### src/rtl/uart_tx.sv
// UART transmitter: 8N2 framing, LSB first, idle-high line.
// Bytes enter through a valid/ready handshake into a small circular FIFO.
// Frames go out back-to-back with no idle gap while the FIFO holds data.
module uart_tx #(
  parameter int CLKS_PER_BIT = 53,
  parameter int DATA_BITS    = 8,
  parameter int STOP_BITS    = 2,
  parameter int FIFO_DEPTH   = 4
) (
  input  logic                 Clk,
  input  logic                 Rst_n,
  input  logic [DATA_BITS-1:0] tx_data,
  input  logic                 tx_valid,
  output logic                 tx_ready,
  output logic                 tx,
  output logic                 busy
);

  localparam int CNT_W  = (CLKS_PER_BIT > 1) ? $clog2(CLKS_PER_BIT) : 1;
  localparam int IDX_W  = (DATA_BITS > 2) ? $clog2(DATA_BITS) : 1;
  localparam int PTR_W  = $clog2(FIFO_DEPTH);
  localparam int FCNT_W = PTR_W + 1;

  localparam logic [CNT_W-1:0]  BIT_LAST   = CNT_W'(CLKS_PER_BIT - 1);
  localparam logic [IDX_W-1:0]  DATA_LAST  = IDX_W'(DATA_BITS - 1);
  localparam logic [IDX_W-1:0]  STOP_LAST  = IDX_W'(STOP_BITS - 1);
  localparam logic [FCNT_W-1:0] FULL_COUNT = FCNT_W'(FIFO_DEPTH);

  typedef enum logic [1:0] {
    IDLE  = 2'd0,
    START = 2'd1,
    DATA  = 2'd2,
    STOP  = 2'd3
  } state_t;

  state_t               state;
  logic [DATA_BITS-1:0] mem [FIFO_DEPTH];
  logic [PTR_W-1:0]     wr_ptr;
  logic [PTR_W-1:0]     rd_ptr;
  logic [FCNT_W-1:0]    count;
  logic [CNT_W-1:0]     bit_cnt;
  logic [IDX_W-1:0]     bit_idx;
  logic [DATA_BITS-1:0] shift;
  logic [DATA_BITS-1:0] shift_next;
  logic                 push;
  logic                 pop;
  logic                 fifo_empty;
  logic                 bit_end;
  logic                 stop_end;

  // tx_ready and busy come from registered state only, never from tx_valid
  assign fifo_empty = (count == '0);
  assign tx_ready   = (count != FULL_COUNT);
  assign busy       = (state != IDLE) || !fifo_empty;
  assign push       = tx_valid && tx_ready;
  assign bit_end    = (bit_cnt == BIT_LAST);
  assign stop_end   = (state == STOP) && bit_end && (bit_idx == STOP_LAST);
  assign shift_next = shift >> 1;

  // A byte leaves the FIFO when the line is idle or the last stop bit ends
  always_comb begin
    pop = 1'b0;
    if (!fifo_empty && ((state == IDLE) || stop_end)) begin
      pop = 1'b1;
    end
  end

  // FIFO storage; contents need no reset because count marks them invalid
  always_ff @(posedge Clk) begin
    if (push) begin
      mem[wr_ptr] <= tx_data;
    end
  end

  // FIFO pointers and occupancy; simultaneous push and pop keep count steady
  always_ff @(posedge Clk or negedge Rst_n) begin
    if (!Rst_n) begin
      wr_ptr <= '0;
      rd_ptr <= '0;
      count  <= '0;
    end else begin
      if (push) begin
        wr_ptr <= wr_ptr + PTR_W'(1);
      end
      if (pop) begin
        rd_ptr <= rd_ptr + PTR_W'(1);
      end
      case ({push, pop})
        2'b10:   count <= count + FCNT_W'(1);
        2'b01:   count <= count - FCNT_W'(1);
        default: count <= count;
      endcase
    end
  end

  // Frame sequencer; tx only changes at bit boundaries so the line is glitch-free
  always_ff @(posedge Clk or negedge Rst_n) begin
    if (!Rst_n) begin
      state   <= IDLE;
      tx      <= 1'b1;
      bit_cnt <= '0;
      bit_idx <= '0;
      shift   <= '0;
    end else begin
      case (state)
        IDLE: begin
          tx <= 1'b1;
          if (pop) begin
            shift   <= mem[rd_ptr];
            bit_cnt <= '0;
            bit_idx <= '0;
            tx      <= 1'b0;
            state   <= START;
          end
        end
        START: begin
          if (bit_end) begin
            bit_cnt <= '0;
            bit_idx <= '0;
            tx      <= shift[0];
            state   <= DATA;
          end else begin
            bit_cnt <= bit_cnt + CNT_W'(1);
          end
        end
        DATA: begin
          if (bit_end) begin
            bit_cnt <= '0;
            if (bit_idx == DATA_LAST) begin
              bit_idx <= '0;
              tx      <= 1'b1;
              state   <= STOP;
            end else begin
              bit_idx <= bit_idx + IDX_W'(1);
              shift   <= shift_next;
              tx      <= shift_next[0];
            end
          end else begin
            bit_cnt <= bit_cnt + CNT_W'(1);
          end
        end
        STOP: begin
          if (bit_end) begin
            bit_cnt <= '0;
            if (bit_idx == STOP_LAST) begin
              bit_idx <= '0;
              if (pop) begin
                shift <= mem[rd_ptr];
                tx    <= 1'b0;
                state <= START;
              end else begin
                tx    <= 1'b1;
                state <= IDLE;
              end
            end else begin
              bit_idx <= bit_idx + IDX_W'(1);
            end
          end else begin
            bit_cnt <= bit_cnt + CNT_W'(1);
          end
        end
        default: begin
          tx    <= 1'b1;
          state <= IDLE;
        end
      endcase
    end
  end

endmodule

### config.mk
export PLATFORM = sky130hd
export DESIGN_NAME = uart_tx
export DESIGN_NICKNAME = d
export VERILOG_FILES = /design/src/rtl/uart_tx.sv
export SDC_FILE = /design/constraint.sdc
export NUM_CORES = 1
export LEC_CHECK = 0
export CORE_AREA = 2 2 84 86
export CTS_BUF_LIST = sky130_fd_sc_hd__clkbuf_4 sky130_fd_sc_hd__clkbuf_8 sky130_fd_sc_hd__clkbuf_16
export DETAILED_ROUTE_END_ITERATION = 6
export DIE_AREA = 0 0 86 88
export PLACE_DENSITY = 0.63
export SLEW_MARGIN = 40
export SYNTH_ARGS = -nofsm -noshare
export SYNTH_HDL_FRONTEND = slang
export SYNTH_SLANG_ARGS = --single-unit
### constraint.sdc
create_clock -name Clk -period 2.5 [get_ports Clk]
set_input_delay 0.5 -clock Clk [delete_from_list [all_inputs] [get_ports Clk]]
set_output_delay 0.5 -clock Clk [all_outputs]
set_load 0.05 [all_outputs]
# Word level (Yosys, flattened, before mapping)
# Memories as Yosys holds them, arrays and structs flattened.
# Cells that the tools add are included.
# classes
muxes,35
reduce_logical,17
eq_ne,16
addsub,6
# ops
op,n
2-to-1 mux 8 bit,5
one-hot mux 8 bit (3 select lines),1
2-to-1 mux 3 bit,6
2-to-1 mux 2 bit,6
2-to-1 mux 6 bit,2
!= test 2 bit (second input constant),6
one-hot mux 3 bit (4 select lines),1
one-hot mux 6 bit (2 select lines),1
2-to-1 mux 1 bit,10
one-hot mux 2 bit (4 select lines),1
AND reduction 4 bit,2
adder 3 x 1 -> 3 bit (second input constant),2
adder 6 x 1 -> 6 bit (second input constant),1
equality test 2 bit (second input constant),3
equality test 6 bit (second input constant),1
one-hot mux 3 bit (2 select lines),1
AND reduction 6 bit,1
AND reduction 5 bit,1
adder 2 x 1 -> 2 bit (second input constant),2
equality test 2 x 1 -> 1 bit (second input constant),2
logical AND 1 bit,4
one-hot mux 1 bit (4 select lines),1
nonzero test 2 bit,2
equality test 3 x 1 -> 1 bit (second input constant),1
other kinds (10),11
# totals
mem_bits_rw,32
elab_cells,83
output_inout_bits,3
register_bits,27
mem_count,1
input_bits,11
# memory_table
memory,words,width,rd,rd_ports_with_merged_regs,wr,line,rtl
mem,4,8,1,0,1,37,logic [DATA_BITS-1:0] mem [FIFO_DEPTH];

# Depth between registers and ports, before layout
# Gate-level depths: netlist (run 1).
# logic_depth
ltp_word,10
ltp_mapped,12
depth_no_buf,10

# Worst setup path after synthesis (run 1)
# OpenSTA, ideal clock, no wires.
# synth_path
path_kind,reg-to-reg
start,register state[0]
end,register count[1]
synth_period_minus_slack_ns,2.421
stages_incl_launch_ff,9
required_time_ns,2.375
setup_time_ns,0.125
n_path_buf,1
path_slack_ns,0.079
arrival_time_ns,2.296
path_cell_list,dfrtp_1 -> ha_1 -> inv_1 -> o41a_4 -> nor2_8 -> buf_12 -> ha_1 -> fa_1 -> mux2_2
# synth_between
elab_chain_cells,8
word_cells_on_any_way,11
cone_classes,3 x eq/ne; 2 x mux; 6 x reduce/logical
# synth_rtl
element,line,rtl
start: declaration,36,state_t state;
start signal: assignment,99,state <= IDLE;
start signal: assignment,113,state <= START;
start signal: assignment,121,state <= DATA;
equality test 2 bit,57,assign stop_end = (state == STOP) && bit_end && (bit_idx == STOP_LAST);
logical AND 1 bit (2 in series),57,
logical OR 1 bit *,63,if (!fifo_empty && ((state == IDLE) || stop_end)) begin
logical AND 1 bit *,63,
2-to-1 mux 1 bit *,63,
equality test 2 x 1 -> 1 bit or equality test 2 bit (tied branches),88,"case ({push, pop})"
one-hot mux 3 bit (2 select lines) or nonzero test 2 bit (tied branches),-,
end signal: assignment,89,2'b10: count <= count + FCNT_W'(1);
end signal: assignment,90,2'b01: count <= count - FCNT_W'(1);
end signal: assignment,91,default: count <= count;
end: declaration,40,logic [FCNT_W-1:0] count;
# Every way passes the cells marked *; elsewhere a longest branch is shown, timed or not.
# A chain may end at the register's enable or synchronous reset.

# Final worst setup path (run 1)
# layout_path
start,register count[0]
end,output tx_ready
# layout_between
elab_chain_cells,1
# layout_rtl
element,line,rtl
!= test 3 bit,53,assign tx_ready = (count != FULL_COUNT);
end: declaration,14,"output logic tx_ready,"
# No other way between the ends.

==> impl_summary.txt, run 1 <==
----------------------------------------------------
[Route]
  Starting DRC count in detailed routing ... 91
  Average routed wire per standard cell ... approximately 15 µm
  Aggregate routed wire length ... about 5.0 mm
  Post-DRT Antenna Nets ... 0
  Via Count ... around 1,800
  Via density per instance ... ~5.4
  Number of design rule violations left after detail routing ... 0
  TritonRoute pass-1 iters ... 4

[Place]
  Final HPWL DP ... between 3 and 4 mm
  Placed standard-cell area ... between 3000 and 4000 µm²
  GPL Wtd Cong ... approximately 0.78
  Inst Count DP ... 315
  Number of I/O port buffers ... 13
  Worst slack at placement ... 0.144 ns

[Floorplanning]
  Floorplan die area ... about 7600 µm²
  Initial Util ... 0.437
  Cell Rows ... 30
  Y dimension of the die ... between 80 and 90 µm
  Num ports ... 14
  X dimension of the die ... 86 µm
  Core area ... approximately 6600 µm²

[Synthesis]
  Main area contributors after synthesis ... sky130_fd_sc_hd__edfxtp_1 33%, sky130_fd_sc_hd__dfrtp_1 22%, sky130_fd_sc_hd__ha_1 6.5%
  Number of different library cells in the post-synthesis netlist ... 44
  Fraction of registers with async set/reset ... 0.458
  Post-synth net total ... roughly 250
  Top cell type's share of synthesized area ... 0.331
  Number of instances in the synthesized netlist ... 220
  Post-Synthesis Mean Instance Area ... between 10 and 15 µm²
  Count leader, synth ... sky130_fd_sc_hd__edfxtp_1
  Yosys Warn Count ... 0
  Main synth FF type ... sky130_fd_sc_hd__edfxtp_1
  Netlist area before placement ... 2910 µm²
  EDFF count, synth ... 32
  Proportion of synthesized chip area in sequential cells ... 0.564
  Commonest cells in the synthesized netlist ... 32 x sky130_fd_sc_hd__edfxtp_1, 26 x sky130_fd_sc_hd__dfrtp_1, 23 x sky130_fd_sc_hd__nor2_1
  Yosys reg bits ... just under 60
  Area leader, netlist ... sky130_fd_sc_hd__edfxtp_1

[STA]
  Post-route fraction of the period consumed by the critical path ... 0.953
  Setup WS post-layout ... around 0.12 ns
  Post-layout min period ... roughly 2.4 ns
  Hold Vio Cnt, Final ... 0
  Final Max Slew Viols ... 0
  Fmax ... ~420 MHz
  Normalized max-slew margin ... 0.561
  Measured slew at the worst slew-check pin ... between 0.6 and 0.7 ns
  Final setup violation count ... 0
  Setup_tns ... 0 ns
  Final setup skew ... 0.00813 ns
  Unrepaired setup endpoints after global routing ... false

[Clock network]
  Latest clock arrival within the worst-skew pair ... approximately 0.34 ns
  Clock input transition at the sequential cells of the worst setup and hold paths ... ~0.07 ns
  Root buffer cell ... sky130_fd_sc_hd__clkbuf_8
  TritonCTS clock tree ... built
  Number of sinks handled by clock tree synthesis ... 59
  Number of CTS-inserted buffers ... 9
  Setup Buffers After CTS ... 0
  Clk buf depth ... 2
  Post-cts hold buffer count ... 0
  # H-tree levels ... 3

[Worst setup path]
  Standard cell with the maximum stage delay on the critical path ... sky130_fd_sc_hd__clkdlybuf4s50_1
  Crit-path max FO ... 6
  Minimum setup slack among reg-to-reg paths ... 0.12 ns
  Kind of critical path ... reg -> out
  Kind of start point of the critical path ... register
  Critical path required time ... 2.00 ns
  CP Buf/Inv Count ... 1
  Cell-by-cell trace of the critical path ... nor2_1, nand2_1, clkdlybuf4s50_1
  Critical Path Sink Type ... output port
  Crit-path leading delay family ... buffers and inverters
  Data arrival time at the worst-slack endpoint ... 1.88 ns
  Max stage delay on crit path ... between 0.8 and 0.9 ns

[Cells and area]
  Proportion of layout cells with a drive suffix above 1 ... 0.235
  Fill cell total of the finished layout ... around 560
  Area Growth Syn to Fin ... 14.6%
  Final cell count without fillers ... 331
  Final #Nets ... ~270
  Number of diodes added for antenna fixing ... 0
  Post-route standard cell area excluding fillers ... about 3300 µm²

[Power and ir drop]
  Total power divided by cell area ... 1310 nW/µm²
  Largest voltage drop on the vdd net ... approximately 0.53 mV
  Static leakage power ... between 0.001 and 0.0015 µW

[Global route]
  Global-route wire length before repair ... approximately 8.5 mm
  Global route overflow ... 0
  Antenna violations before repair ... 0
  Number of global-route vias before repair ... 1,818
  Total Routing Usage GR ... 0.151
  Maximum number of pins on one net before global-route repair ... 28

[Status]
  Result of the run ... complete, no violations

[Hold path]
  Class of the tightest hold or removal check ... reg -> reg

[Flow run]
  Maximum capacitance violations ... 0

----------------------------------------------------
[logic make-up (layout without fill, tap and decap cells)]
family | after synthesis | count (layout) | share of synthesized area
buffers and inverters | 21 | 52 | 0.0349
xor gates and xnor gates | 6 | 6 | 0.0181
and+or+nand+nor | 61 | 61 | 0.114
muxes | 12 | 12 | 0.0775
AOI/OAI and AO/OA | 45 | 45 | 0.120
adders and majority gates | 16 | 16 | 0.0715
DFF | 59 | 59 | 0.564
[what timing repair did]
item,in CTS,in global routing
setup endpoints to repair,0,2
endpoints found under the hold margin,0,0
gates resized for setup,0,1
[routing by layer]
layer	vias to the layer above	global-route usage	part of all wire
li1	862	-	-
met1	869	0.189	0.46
met2	45	0.237	0.48
met3	7	0.0518	0.046
met4	0	0.0664	0.015
met5	-	0	0
[area by class of cell]
cell class / count / area, µm² / share of cell area
inverters: 14 / 52.6 / 0.0158
repair buffers: 22 / 195 / 0.0586
well taps: 80 / 100 / 0.0301
multi-input cells: 140 / 1170 / 0.350
flip-flops and latches: 59 / 1640 / 0.492
clock inverters: 7 / 52.6 / 0.0158
clock buffers: 9 / 124 / 0.0372
[registers in the layout, summed over array words and instances (netlist names), 2 cells and up]
register and count:
mem 32, bit_cnt 6, shift 8, wr_ptr 2
rd_ptr 2, state 2, count 3, bit_idx 3
[placed cells by master (no fill, tap or decap), drive strengths merged, types with 2 or more instances in the layout]
| cell | netlist | routed |
|---|---|---|
| o21ai | 13 | 13 |
| clkinvlp | 0 | 3 |
| and3 | 4 | 4 |
| nor3 | 4 | 4 |
| mux2 | 4 | 4 |
| xnor2 | 4 | 4 |
| mux4 | 8 | 8 |
| clkbuf | 2 | 9 |
| clkdlybuf4s50 | 0 | 12 |
| o31ai | 3 | 3 |
| nand2b | 2 | 2 |
| o41ai | 2 | 2 |
| nand2 | 9 | 9 |
| xor2 | 2 | 2 |
| edfxtp | 32 | 32 |
| buf | 5 | 10 |
| nor2 | 24 | 24 |
| a22o | 2 | 2 |
| a31oi | 3 | 3 |
| dfrtp | 26 | 26 |
| nand3 | 4 | 4 |
| inv | 14 | 15 |
| o22ai | 7 | 7 |
| and2 | 3 | 3 |
| a21oi | 2 | 2 |
| ha | 15 | 15 |
| clkinv | 0 | 3 |
| a211oi | 8 | 8 |
| or2 | 8 | 8 |
[worst paths after layout]
kind                             from         end  cells after the start
max in group asynchronous       Rst_n          tx                      2
max reg2reg                bit_cnt[0]    count[1]                      8
min in group asynchronous       Rst_n  bit_cnt[0]                      2
max                          count[0]    tx_ready                      3
min                          shift[7]    shift[7]                      1
min reg2reg                  shift[7]    shift[7]                      1
[where the power goes]
group / internal [µW] / switching, µW
sequential: 1360 / 243
combinational: 923 / 1080
clock: 361 / 398
[per-stage QoR]
stage	hold WS, ns	total power [µW]	util
5_1_grt	0.548	4720	0.501
3_5_place_dp	0.500	3620	0.474
3_3_place_gp	0.498	3590	0.474
2_1_floorplan	0.204	3180	-
4_1_cts	0.520	4410	0.501
6_report	0.515	4360	0.501
(Power assumes the default switching activity.)
==> run 2, diff against run 1 <==
--- a/config.mk
+++ b/config.mk
@@ -9,6 +9,7 @@
 export CTS_BUF_LIST = sky130_fd_sc_hd__clkbuf_4 sky130_fd_sc_hd__clkbuf_8 sky130_fd_sc_hd__clkbuf_16
 export DETAILED_ROUTE_END_ITERATION = 6
 export DIE_AREA = 0 0 86 88
+export HOLD_SLACK_MARGIN = 0.02
 export PLACE_DENSITY = 0.63
 export SLEW_MARGIN = 40
 export SYNTH_ARGS = -nofsm -noshare
==> results of run 2 <==
The final DEF is identical to that of run 1; final timing and power are the same.
